## config.mk

```make
export PLATFORM = sky130hd
export DESIGN_NAME = bus_interconnect_ws_flat
export DESIGN_NICKNAME = d
export VERILOG_FILES = /design/src/rtl/bus_interconnect_ws_if.sv /design/src/rtl/bus_interconnect_ws.sv /design/src/flat_wrapper.sv
export SDC_FILE = /design/constraint.sdc
export NUM_CORES = 1
export LEC_CHECK = 0
export BUFFER_PORTS_ARGS = -buffer_cell sky130_fd_sc_hd__buf_2
export CAP_MARGIN = 10
export CORE_AREA = 2 2 147 149
export DETAILED_ROUTE_END_ITERATION = 10
export DIE_AREA = 0 0 149 151
export GPL_ROUTABILITY_DRIVEN = 1
export PLACE_DENSITY = 0.66
export SLEW_MARGIN = 10
export SYNTH_ARGS = -nofsm -noshare
export SYNTH_HDL_FRONTEND = slang
export SYNTH_SLANG_ARGS = --single-unit
export TNS_END_PERCENT = 50
```

## constraint.sdc

```tcl
create_clock -name clk -period 2.2 [get_ports clk]
set_input_delay 0 -clock clk [delete_from_list [all_inputs] [get_ports clk]]
set_output_delay 0 -clock clk [all_outputs]
set_load 0.01 [all_outputs]
```

## src/rtl/bus_interconnect_ws_if.sv

```systemverilog
// rtl/bus_interconnect_ws_if.sv - CPU-side and slave-side bus signals of the wait-state interconnect
interface bus_interconnect_ws_if #(
    parameter int NUM_SLAVES = 8
);
    logic [31:0]              mem_addr;
    logic                     mem_rstrb;
    logic [3:0]               mem_wmask;
    logic [31:0]              mem_rdata;
    logic                     mem_rbusy;
    logic                     mem_wbusy;
    logic [NUM_SLAVES-1:0]    cs;
    logic                     s_rd;
    logic                     s_wr;
    logic [32*NUM_SLAVES-1:0] s_rdata;
    logic [NUM_SLAVES-1:0]    s_ready;
    logic                     err_clr;
    logic                     bus_err;
    logic [31:0]              err_addr;

    // Interconnect side.
    modport slave (
        input  mem_addr, mem_rstrb, mem_wmask, s_rdata, s_ready, err_clr,
        output mem_rdata, mem_rbusy, mem_wbusy, cs, s_rd, s_wr, bus_err, err_addr
    );

    // CPU/peripheral side.
    modport master (
        output mem_addr, mem_rstrb, mem_wmask, s_rdata, s_ready, err_clr,
        input  mem_rdata, mem_rbusy, mem_wbusy, cs, s_rd, s_wr, bus_err, err_addr
    );
endinterface

```

## src/rtl/bus_interconnect_ws.sv

```systemverilog
// rtl/bus_interconnect_ws.sv - address decoder, read mux and wait-state handshake with timeout watchdog
module bus_interconnect_ws #(
    parameter int          NUM_SLAVES  = 8,
    parameter logic [31:0] BASE_ADDR   = 32'h0040_0000,
    parameter int          REGION_BITS = 16,
    parameter int          TIMEOUT     = 15,
    parameter logic [31:0] ERR_DATA    = 32'hDEAD_BEEF
) (
    input  logic          clk,
    input  logic          resetn,
    bus_interconnect_ws_if.slave bus
);
    localparam int          IDX_W    = $clog2(NUM_SLAVES);
    localparam logic [31:0] WIN_SIZE = 32'(NUM_SLAVES - 1) << REGION_BITS;
    localparam logic [7:0]  CNT_LAST = 8'(TIMEOUT - 1);

    typedef enum logic {S_IDLE, S_WAIT} state_t;

    state_t            state_q, state_d;
    logic [IDX_W-1:0]  idx_q, idx_d;
    logic              wr_q, wr_d;
    logic [31:0]       addr_q, addr_d;
    logic [7:0]        cnt_q, cnt_d;
    logic [31:0]       rdata_q, rdata_d;
    logic              rbusy_q, rbusy_d;
    logic              wbusy_q, wbusy_d;
    logic              bus_err_q, bus_err_d;
    logic [31:0]       err_addr_q, err_addr_d;

    logic [31:0]           offset;
    logic                  in_win;
    logic [IDX_W-1:0]      dec_idx;
    logic [IDX_W-1:0]      cur_idx;
    logic                  req;
    logic                  is_wr;
    logic                  ready_sel;
    logic [31:0]           rdata_sel;
    logic [NUM_SLAVES-1:0] cs_c;
    logic                  s_rd_c;
    logic                  s_wr_c;

    // Addresses outside the peripheral window fall through to the last slave (RAM).
    always_comb begin
        offset  = bus.mem_addr - BASE_ADDR;
        in_win  = (bus.mem_addr >= BASE_ADDR) && (offset < WIN_SIZE);
        dec_idx = in_win ? IDX_W'(offset >> REGION_BITS) : IDX_W'(NUM_SLAVES - 1);
        is_wr   = |bus.mem_wmask;
        req     = bus.mem_rstrb | is_wr;
        cur_idx = (state_q == S_IDLE) ? dec_idx : idx_q;
        ready_sel = bus.s_ready[cur_idx];
        rdata_sel = bus.s_rdata[{cur_idx, 5'd0} +: 32];
    end

    always_comb begin
        cs_c   = '0;
        s_rd_c = 1'b0;
        s_wr_c = 1'b0;
        if (state_q == S_IDLE) begin
            if (req) begin
                cs_c   = NUM_SLAVES'(1) << dec_idx;
                s_wr_c = is_wr;
                s_rd_c = ~is_wr;
            end
        end else begin
            cs_c = NUM_SLAVES'(1) << idx_q;
        end
    end

    always_comb begin
        state_d    = state_q;
        idx_d      = idx_q;
        wr_d       = wr_q;
        addr_d     = addr_q;
        cnt_d      = cnt_q;
        rdata_d    = rdata_q;
        rbusy_d    = 1'b0;
        wbusy_d    = 1'b0;
        bus_err_d  = bus_err_q & ~bus.err_clr;
        err_addr_d = err_addr_q;
        case (state_q)
            S_IDLE: begin
                if (req) begin
                    idx_d  = dec_idx;
                    wr_d   = is_wr;
                    addr_d = bus.mem_addr;
                    if (ready_sel) begin
                        if (!is_wr) rdata_d = rdata_sel;
                    end else begin
                        state_d = S_WAIT;
                        cnt_d   = '0;
                        rbusy_d = ~is_wr;
                        wbusy_d = is_wr;
                    end
                end
            end
            S_WAIT: begin
                // Ready in the final cycle still counts as a normal completion.
                if (ready_sel) begin
                    if (!wr_q) rdata_d = rdata_sel;
                    state_d = S_IDLE;
                    cnt_d   = '0;
                end else if (cnt_q == CNT_LAST) begin
                    if (!wr_q) rdata_d = ERR_DATA;
                    bus_err_d  = 1'b1;
                    err_addr_d = addr_q;
                    state_d    = S_IDLE;
                    cnt_d      = '0;
                end else begin
                    cnt_d   = cnt_q + 8'd1;
                    rbusy_d = ~wr_q;
                    wbusy_d = wr_q;
                end
            end
            default: state_d = S_IDLE;
        endcase
    end

    always_ff @(posedge clk or negedge resetn) begin
        if (!resetn) begin
            state_q    <= S_IDLE;
            idx_q      <= '0;
            wr_q       <= 1'b0;
            addr_q     <= '0;
            cnt_q      <= '0;
            rdata_q    <= '0;
            rbusy_q    <= 1'b0;
            wbusy_q    <= 1'b0;
            bus_err_q  <= 1'b0;
            err_addr_q <= '0;
        end else begin
            state_q    <= state_d;
            idx_q      <= idx_d;
            wr_q       <= wr_d;
            addr_q     <= addr_d;
            cnt_q      <= cnt_d;
            rdata_q    <= rdata_d;
            rbusy_q    <= rbusy_d;
            wbusy_q    <= wbusy_d;
            bus_err_q  <= bus_err_d;
            err_addr_q <= err_addr_d;
        end
    end

    assign bus.cs        = cs_c;
    assign bus.s_rd      = s_rd_c;
    assign bus.s_wr      = s_wr_c;
    assign bus.mem_rdata = rdata_q;
    assign bus.mem_rbusy = rbusy_q;
    assign bus.mem_wbusy = wbusy_q;
    assign bus.bus_err   = bus_err_q;
    assign bus.err_addr  = err_addr_q;
endmodule

```

## src/flat_wrapper.sv

```systemverilog
// flat-port wrapper written by rule: the top's interface ports become plain ports
module bus_interconnect_ws_flat 
#(
    parameter int          NUM_SLAVES  = 8,
    parameter logic [31:0] BASE_ADDR   = 32'h0040_0000,
    parameter int          REGION_BITS = 16,
    parameter int          TIMEOUT     = 15,
    parameter logic [31:0] ERR_DATA    = 32'hDEAD_BEEF
)
  (clk, resetn, bus_mem_addr, bus_mem_rstrb, bus_mem_wmask, bus_s_rdata, bus_s_ready, bus_err_clr, bus_mem_rdata, bus_mem_rbusy, bus_mem_wbusy, bus_cs, bus_s_rd, bus_s_wr, bus_bus_err, bus_err_addr);
  bus_interconnect_ws_if #(.NUM_SLAVES(NUM_SLAVES)) bus_i ();
  input  logic clk;
  input  logic resetn;
  input wire logic [$bits(bus_i.mem_addr)-1:0] bus_mem_addr;
  input wire logic [$bits(bus_i.mem_rstrb)-1:0] bus_mem_rstrb;
  input wire logic [$bits(bus_i.mem_wmask)-1:0] bus_mem_wmask;
  input wire logic [$bits(bus_i.s_rdata)-1:0] bus_s_rdata;
  input wire logic [$bits(bus_i.s_ready)-1:0] bus_s_ready;
  input wire logic [$bits(bus_i.err_clr)-1:0] bus_err_clr;
  output wire logic [$bits(bus_i.mem_rdata)-1:0] bus_mem_rdata;
  output wire logic [$bits(bus_i.mem_rbusy)-1:0] bus_mem_rbusy;
  output wire logic [$bits(bus_i.mem_wbusy)-1:0] bus_mem_wbusy;
  output wire logic [$bits(bus_i.cs)-1:0] bus_cs;
  output wire logic [$bits(bus_i.s_rd)-1:0] bus_s_rd;
  output wire logic [$bits(bus_i.s_wr)-1:0] bus_s_wr;
  output wire logic [$bits(bus_i.bus_err)-1:0] bus_bus_err;
  output wire logic [$bits(bus_i.err_addr)-1:0] bus_err_addr;
  assign bus_i.mem_addr = bus_mem_addr;
  assign bus_i.mem_rstrb = bus_mem_rstrb;
  assign bus_i.mem_wmask = bus_mem_wmask;
  assign bus_i.s_rdata = bus_s_rdata;
  assign bus_i.s_ready = bus_s_ready;
  assign bus_i.err_clr = bus_err_clr;
  assign bus_mem_rdata = bus_i.mem_rdata;
  assign bus_mem_rbusy = bus_i.mem_rbusy;
  assign bus_mem_wbusy = bus_i.mem_wbusy;
  assign bus_cs = bus_i.cs;
  assign bus_s_rd = bus_i.s_rd;
  assign bus_s_wr = bus_i.s_wr;
  assign bus_bus_err = bus_i.bus_err;
  assign bus_err_addr = bus_i.err_addr;
  bus_interconnect_ws #(.NUM_SLAVES(NUM_SLAVES), .BASE_ADDR(BASE_ADDR), .REGION_BITS(REGION_BITS), .TIMEOUT(TIMEOUT), .ERR_DATA(ERR_DATA)) u_core (.clk(clk), .resetn(resetn), .bus(bus_i));
endmodule
```

; ---- After elaboration in Yosys (flattened, before gate mapping)
; Index checks and enable logic that the tools add are counted.
[totals]
reg_bits = 112
output_inout_bits = 77
wordCells = 79
[classes]
n_addsub = 2
order_cmp = 3
n_eq_ne = 7
shifts = 3
muxes = 41
n_bitwise = 7
reduce_logical = 6
[ops]
columns = cell, n
row1 = 256-bit by 9-bit indexed part select with 32-bit output, 1
row2 = 32-bit 2-to-1 mux, 7
row3 = 32-bit one-hot mux with 2 select lines, 1
row4 = 8-bit 2-to-1 mux, 6
row5 = "32-bit by 23-bit >= comparator with 1-bit output, second input constant", 1
row6 = "32-bit by 19-bit less-than comparator with 1-bit output, second input constant", 1
row7 = "32-bit by 23-bit subtractor with 32-bit output, second input constant", 1
row8 = 1-bit 2-to-1 mux, 20
row9 = 8-bit one-hot mux with 2 select lines, 1
row10 = "1-bit by 3-bit << shifter with 8-bit output, first input constant", 2
row11 = "8-bit by 1-bit adder with 8-bit output, second input constant", 1
row12 = "8-bit by 4-bit equality test with 1-bit output, second input constant", 1
row13 = 3-bit 2-to-1 mux, 2
row14 = "2-bit != test, second input constant", 3
row15 = 1-bit one-hot mux with 2 select lines, 3
row16 = 1-bit inverter, 5
row17 = 5-bit AND reduction, 1
row18 = "3-bit by 4-bit less-than comparator with 1-bit output, second input constant", 1
row19 = "2-bit by 1-bit != test with 1-bit output, second input constant", 2
row20 = 2-bit AND reduction, 2
row21 = 4-bit OR reduction, 1
row22 = 1-bit binary-select mux with 3-bit select, 1
row23 = "3-bit != test, second input constant", 1
row24 = 3-bit AND reduction, 1
row25 = 3 further kinds, 3

; ---- Longest topological paths before layout
[depth]
ltp_word = 10
ltp_mapped = 12

; ---- Worst setup path before layout
; OpenSTA, ideal clock, no wires.
[synth_path]
path_type = register to register
startpoint = register u_core.idx_q[0]
endpoint = register u_core.err_addr_q[10] (netlist: u_core.bus.err_addr[10])
setup_ps = 128
arrival_ps = 2169
required_ps = 2072
setup_slack_ps = -97
path_stages_with_launch = 10
synth_period_minus_slack_ps = 2297
path_cell_list = dfrtp_1 -> clkbuf_1 -> o21ai_0 -> a2bb2oi_1 -> nor3_1 -> a221o_1 -> buf_4 -> nor2_4 -> buf_4 -> mux2_1
[synth_between]
elab_chain_cells = 5
[synth_rtl]
columns = item, line_no
row1 = "start, declared", bus_interconnect_ws.sv:20  ; logic [IDX_W-1:0] idx_q, idx_d;
row2 = "start signal, assigned", bus_interconnect_ws.sv:132  ; idx_q <= idx_d;
row3 = 3-bit 2-to-1 mux, bus_interconnect_ws.sv:49  ; cur_idx = (state_q == S_IDLE) ? dec_idx : idx_q;
row4 = 1-bit binary-select mux with 3-bit select, bus_interconnect_ws.sv:50  ; ready_sel = bus.s_ready[cur_idx];
row5 = 1-bit 2-to-1 mux (implied by the code), bus_interconnect_ws.sv:50
row6 = 1-bit inverter (no source line), n/a
row7 = 3-bit AND reduction (no source line), n/a
row8 = "end signal, assigned", bus_interconnect_ws.sv:140  ; err_addr_q <= err_addr_d;
row9 = "end, declared", bus_interconnect_ws.sv:28  ; logic [31:0] err_addr_q, err_addr_d;
; No other way between the ends. The select of a mux whose other input is x is not followed.
; A chain may end at the register's enable or synchronous reset.

; ---- Final worst setup path
[layout_path]
startpoint = register u_core.state_q
endpoint = register u_core.err_addr_q[29] (netlist: u_core.bus.err_addr[29])
[layout_between]
elab_chain_cells = 5
[layout_rtl]
columns = item, line_no
row1 = "start, declared", bus_interconnect_ws.sv:19  ; state_t state_q, state_d;
row2 = "start signal, assigned", bus_interconnect_ws.sv:131  ; state_q <= state_d;
row3 = 3-bit 2-to-1 mux, bus_interconnect_ws.sv:49
row4 = 1-bit binary-select mux with 3-bit select, bus_interconnect_ws.sv:50
row5 = 1-bit 2-to-1 mux (implied by the code), bus_interconnect_ws.sv:50
row6 = 1-bit inverter (no source line), n/a
row7 = 3-bit AND reduction (no source line) *, n/a
; Every way passes the cells marked *; elsewhere a longest branch is shown, timed or not. The select of a mux whose other input is x is not followed.

==> impl_results.html <==
<table>
<tr><th>Metric</th><th>Value</th></tr>
<tr><th colspan="2">Timing</th></tr>
<tr><td>Final slew viol count</td><td>0</td></tr>
<tr><td>Setup TNS after final layout</td><td>-3200 ps</td></tr>
<tr><td>Slew at the pin with the worst max-slew slack</td><td>between 400 and 500 ps</td></tr>
<tr><td>Final worst-path cycle share</td><td>105%</td></tr>
<tr><td>Worst clock skew</td><td>~15 ps</td></tr>
<tr><td>Total count of hold-check failures in the final report</td><td>0</td></tr>
<tr><td>Worst max-slew margin expressed relative to the limit</td><td>70.0%</td></tr>
<tr><td>Final setup slack of the worst path</td><td>-103 ps</td></tr>
<tr><td>Final count of negative-setup-slack endpoints</td><td>57</td></tr>
<tr><td>Clock period minus final worst setup slack</td><td>around 2300 ps</td></tr>
<tr><td>Achievable frequency</td><td>~430 MHz</td></tr>
<tr><td>Setup repair after global routing missed its margin</td><td>true</td></tr>
<tr><th colspan="2">Final layout</th></tr>
<tr><td>Area taken by multi-input logic gates</td><td>approximately 4000 um^2</td></tr>
<tr><td>Filler instances</td><td>between 1500 and 2000</td></tr>
<tr><td>Number of cells in the finished layout apart from fillers</td><td>roughly 1600</td></tr>
<tr><td>Area added between synthesis and finish</td><td>50.0%</td></tr>
<tr><td>Net total in the final layout</td><td>between 1500 and 2000</td></tr>
<tr><td>Fraction of layout cells with a size suffix above 1</td><td>about two fifths</td></tr>
<tr><td>Post-route standard cell area excluding fillers</td><td>about 11000 um^2</td></tr>
<tr><td>Sequential standard cell area</td><td>2800 um^2</td></tr>
<tr><th colspan="2">Detailed routing</th></tr>
<tr><td>Count of vias placed by the detailed router</td><td>about 8000</td></tr>
<tr><td>1st-pass router iterations</td><td>5</td></tr>
<tr><td>Ratio of routed vias to standard cells</td><td>5.02</td></tr>
<tr><td>Iteration-0 DRC count of the detailed router</td><td>between 300 and 400</td></tr>
<tr><td>Wire length per cell</td><td>roughly 17 um</td></tr>
<tr><td>Remaining design rule violation count</td><td>0</td></tr>
<tr><td>Final Routed Wirelength</td><td>approximately 27000 um</td></tr>
<tr><td>Post-DRT Antenna Nets</td><td>0</td></tr>
<tr><th colspan="2">Floorplanning</th></tr>
<tr><td>Area of the core</td><td>approximately 21000 um^2</td></tr>
<tr><td>Starting density of the core</td><td>33.8%</td></tr>
<tr><td>Width of the die</td><td>around 150 um</td></tr>
<tr><td>Number of top-level pins</td><td>~380</td></tr>
<tr><td>Floorplan die height</td><td>151 um</td></tr>
<tr><td>Die Area</td><td>22500 um^2</td></tr>
<tr><td>Number of rows in the core area</td><td>between 50 and 60</td></tr>
<tr><th colspan="2">Synth</th></tr>
<tr><td>Unique cell type count in the Yosys netlist</td><td>slightly below 60</td></tr>
<tr><td>Post-Syn Area per Cell</td><td>about 8.2 um^2</td></tr>
<tr><td>Share of the synthesized area in the top cell type</td><td>between 30 and 40%</td></tr>
<tr><td>Share of async-settable or async-resettable flops after synthesis</td><td>100%</td></tr>
<tr><td>Most used flip-flop cell after synthesis</td><td>sky130_fd_sc_hd__dfrtp_1</td></tr>
<tr><td>Number of nets produced by synthesis</td><td>roughly 1200</td></tr>
<tr><td>Synth Register Bits</td><td>between 100 and 150</td></tr>
<tr><td>Number of flops mapped to enable cells by yosys</td><td>0</td></tr>
<tr><td>Seq/Total Area, Yosys</td><td>about two fifths</td></tr>
<tr><td>YS warnings</td><td>0</td></tr>
<tr><td>Post-Synthesis Cell Area</td><td>around 7000 um^2</td></tr>
<tr><td>Biggest area consumer among synthesized cells</td><td>sky130_fd_sc_hd__dfrtp_1</td></tr>
<tr><td>Largest cells by area after synthesis</td><td>sky130_fd_sc_hd__dfrtp_1 40%, sky130_fd_sc_hd__nand2_1 17%, sky130_fd_sc_hd__nand3_1 6.7%</td></tr>
<tr><td>Number of instances in the synthesized netlist</td><td>approximately 860</td></tr>
<tr><th colspan="2">Power</th></tr>
<tr><td>Largest vdd supply drop</td><td>about 0.00035 V</td></tr>
<tr><td>Total power consumption of the routed design</td><td>approximately 9.7 mW</td></tr>
<tr><td>Pwr per Cell Area</td><td>between 900 and 1000 nW/um^2</td></tr>
<tr><td>Leakage power</td><td>5.62 nW</td></tr>
<tr><th colspan="2">GRT</th></tr>
<tr><td>Vias in the first global route</td><td>around 7500</td></tr>
<tr><td>Grt total ovfl</td><td>0</td></tr>
<tr><td>Overall track demand over capacity in global routing</td><td>a little under a quarter</td></tr>
<tr><td>Wire length of the first global-routing pass</td><td>approximately 40000 um</td></tr>
<tr><td>Pin count of the biggest net entering global routing</td><td>between 50 and 60</td></tr>
<tr><td>Initial antenna violation count</td><td>2</td></tr>
<tr><th colspan="2">Worst setup path</th></tr>
<tr><td>Startpoint type of the worst setup path</td><td>flop</td></tr>
<tr><td>WP data required</td><td>around 2400 ps</td></tr>
<tr><td>Setup crit end kind</td><td>flop</td></tr>
<tr><td>Critical-path maximum fanout</td><td>16</td></tr>
<tr><td>Kind of critical path</td><td>reg2reg</td></tr>
<tr><td>Data arrival time at the worst-slack endpoint</td><td>2540 ps</td></tr>
<tr><th colspan="2">Clock network</th></tr>
<tr><td>Clock-pin slew on the worst setup and hold paths</td><td>~80 ps</td></tr>
<tr><td>Number of clock buffers inserted by TritonCTS</td><td>9</td></tr>
<tr><td>Maximum buffer depth of the clock tree</td><td>2</td></tr>
<tr><td>Number of clock sinks</td><td>about 110</td></tr>
<tr><td>Root buffer cell</td><td>sky130_fd_sc_hd__clkbuf_16</td></tr>
<tr><td>H-tree depth</td><td>3</td></tr>
<tr><td>Clock tree from TritonCTS</td><td>done</td></tr>
<tr><td>Clock latency on the worst-skew pair</td><td>roughly 360 ps</td></tr>
<tr><th colspan="2">Place</th></tr>
<tr><td>Placement-stage cell area</td><td>9640 um^2</td></tr>
<tr><td>Total placed cells including tap cells</td><td>~1500</td></tr>
<tr><td>Final estimated routing congestion in global placement</td><td>0.904</td></tr>
<tr><td>Count of port buffers added during placement</td><td>between 300 and 400</td></tr>
<tr><td>Half-perimeter wire length after detailed placement</td><td>between 20000 and 25000 um</td></tr>
<tr><th colspan="2">Worst hold path</th></tr>
<tr><td>Hold Path Class</td><td>in2reg</td></tr>
<tr><th colspan="2">Status</th></tr>
<tr><td>Failing checks</td><td>setup timing</td></tr>
<tr><td>Status</td><td>complete, but fails checks</td></tr>
<tr><th colspan="2">Run</th></tr>
<tr><td>Reported max-cap violation count</td><td>0</td></tr>
</table>
## cell usage in the layout (no fill, tap or decap), types with 7 or more instances in the layout
cell type                       netlist  routed
sky130_fd_sc_hd__buf_2                6     379
sky130_fd_sc_hd__nand2_1            327     327
sky130_fd_sc_hd__dfrtp_1            112     112
sky130_fd_sc_hd__nand3_1             94      94
sky130_fd_sc_hd__buf_4                5      48
sky130_fd_sc_hd__dlygate4sd3_1        0      32
sky130_fd_sc_hd__mux2i_1             25      25
sky130_fd_sc_hd__a2bb2oi_2           22      24
sky130_fd_sc_hd__a32oi_1             24      24
sky130_fd_sc_hd__mux2_1              32      18
sky130_fd_sc_hd__inv_1               15      15
sky130_fd_sc_hd__buf_12               0      15
sky130_fd_sc_hd__mux2_4               0      14
sky130_fd_sc_hd__clkbuf_16            0      12
sky130_fd_sc_hd__o22ai_1             11      11
sky130_fd_sc_hd__a31oi_1              9       9
sky130_fd_sc_hd__o21ai_0             11       9
sky130_fd_sc_hd__and3_1               8       8
sky130_fd_sc_hd__a311oi_1             8       8
sky130_fd_sc_hd__nor2_1              12       7
## cell families (layout without fill, tap and decap cells)
logic type / after synthesis / count (layout) / share of synthesized area (%)
AND/OR/NAND/NOR: 482 / 482 / 29.9
AO/OA/AOI/OAI: 125 / 125 / 16.1
flip-flops: 112 / 112 / 39.8
buffers and inverters: 80 / 512 / 5.17
multiplexers: 57 / 57 / 8.66
adder cells (fa/ha/maj): 2 / 2 / 0.355
other: 0 / 2 / 0
## synthesized netlist by cell type (3+ instances only)
cell	count
sky130_fd_sc_hd__a211o_1	3
sky130_fd_sc_hd__a21o_1	6
sky130_fd_sc_hd__a21oi_1	6
sky130_fd_sc_hd__a2bb2oi_1	3
sky130_fd_sc_hd__a2bb2oi_2	22
sky130_fd_sc_hd__a311oi_1	8
sky130_fd_sc_hd__a31oi_1	9
sky130_fd_sc_hd__a32oi_1	24
sky130_fd_sc_hd__and3_1	8
sky130_fd_sc_hd__buf_1	4
sky130_fd_sc_hd__buf_2	6
sky130_fd_sc_hd__buf_4	5
sky130_fd_sc_hd__buf_6	5
sky130_fd_sc_hd__clkbuf_1	45
sky130_fd_sc_hd__dfrtp_1	112
sky130_fd_sc_hd__inv_1	15
sky130_fd_sc_hd__mux2_1	32
sky130_fd_sc_hd__mux2i_1	25
sky130_fd_sc_hd__nand2_1	327
sky130_fd_sc_hd__nand2b_1	6
sky130_fd_sc_hd__nand3_1	94
sky130_fd_sc_hd__nand4_1	5
sky130_fd_sc_hd__nor2_1	12
sky130_fd_sc_hd__nor2b_1	6
sky130_fd_sc_hd__nor3_1	5
sky130_fd_sc_hd__o21ai_0	11
sky130_fd_sc_hd__o22ai_1	11
sky130_fd_sc_hd__o31ai_1	3
sky130_fd_sc_hd__or2_2	5
## routing by layer
| layer | part of all wire [%] | track usage [%] | wire (um) |
|---|---|---|---|
| met2 | 48 | 37.2 | 13100 |
| met3 | 7.0 | 3.95 | 1890 |
| met5 | 0.044 | 0 | 12 |
| met4 | 1.2 | 6.52 | 328 |
| met1 | 43 | 31.3 | 11700 |
## report_power, final
part	leakage (nW)	internal (mW)	switching [mW]
combinational	4.08	2.23	2.71
clock	0.153	0.899	0.809
sequential	1.39	2.65	0.365
total	5.62	5.78	3.88
## final timing paths
check / start / to / slack [ps] / cells past startpoint
worst min-delay path: bus_s_rdata[192] / u_core.bus.mem_rdata[0]$_DFFE_PN0P_ / 10 / 5
max in group asynchronous: resetn / u_core.bus.mem_rdata[9]$_DFFE_PN0P_ / 1310 / 3
min in group asynchronous: resetn / u_core.bus.err_addr[13]$_DFFE_PN0P_ / 100 / 2
worst max-delay path: u_core.state_q$_DFF_PN0_ / u_core.bus.err_addr[29]$_DFFE_PN0P_ / -100 / 9
worst min register to register: u_core.addr_q[14]$_DFFE_PN0P_ / u_core.addr_q[14]$_DFFE_PN0P_ / 480 / 2
worst max register to register: u_core.state_q$_DFF_PN0_ / u_core.bus.err_addr[29]$_DFFE_PN0P_ / -100 / 9
## stage by stage
stage / util [%] / setup slack [ps] / hold slack [ps]
global route: 50.8 / -184 / 18.1
CTS: 49.9 / -54.8 / 6.00
global placement: 46.3 / -177 / -63.7
finish: 50.8 / -103 / 14.0
floorplan: - / 1.89 / -296
detailed placement: 46.3 / -253 / -62.2
## state kept, by name, summed over array words and instances (netlist names)
| signal | flops |
|---|---|
| u_core.addr_q | 32 |
| u_core.bus.err_addr | 32 |
| u_core.bus.mem_rdata | 32 |
| u_core.cnt_q | 8 |
| u_core.idx_q | 3 |
| u_core.bus.bus_err | 1 |
| u_core.bus.mem_rbusy | 1 |
| u_core.bus.mem_wbusy | 1 |
| u_core.state_q | 1 |
| u_core.wr_q | 1 |
## what timing repair did
action / CTS / global route
hold buffers: 32 / 0
setup buffers: 5 / 1
resized for setup: 9 / 22
endpoints found under the setup margin: 64 / 71
cloned: 2 / 3
pin swaps: 0 / 1
endpoints found under the hold margin: 108 / 0
## worst max-delay path, stage by stage, from the launching register on
cell and delay (ps):
sky130_fd_sc_hd__dfrtp_1 400, sky130_fd_sc_hd__buf_12 160, sky130_fd_sc_hd__a211o_1 280, sky130_fd_sc_hd__o21ai_2 160, sky130_fd_sc_hd__a211oi_2 50, sky130_fd_sc_hd__a221o_1 320
sky130_fd_sc_hd__nor2_4 190, sky130_fd_sc_hd__buf_4 170, sky130_fd_sc_hd__buf_16 130, sky130_fd_sc_hd__mux2_1 330
## area by class of cell
type	instances	area share (%)
clock buffer	9	2.13
inverter	15	0.533
antenna	2	0.0473
sequential	112	26.5
multi-input combinational	666	38.0
tap	275	3.25
timing repair buffer	481	28.7
clock inverter	7	0.781
Note: power is estimated with default switching activity, not from simulation.
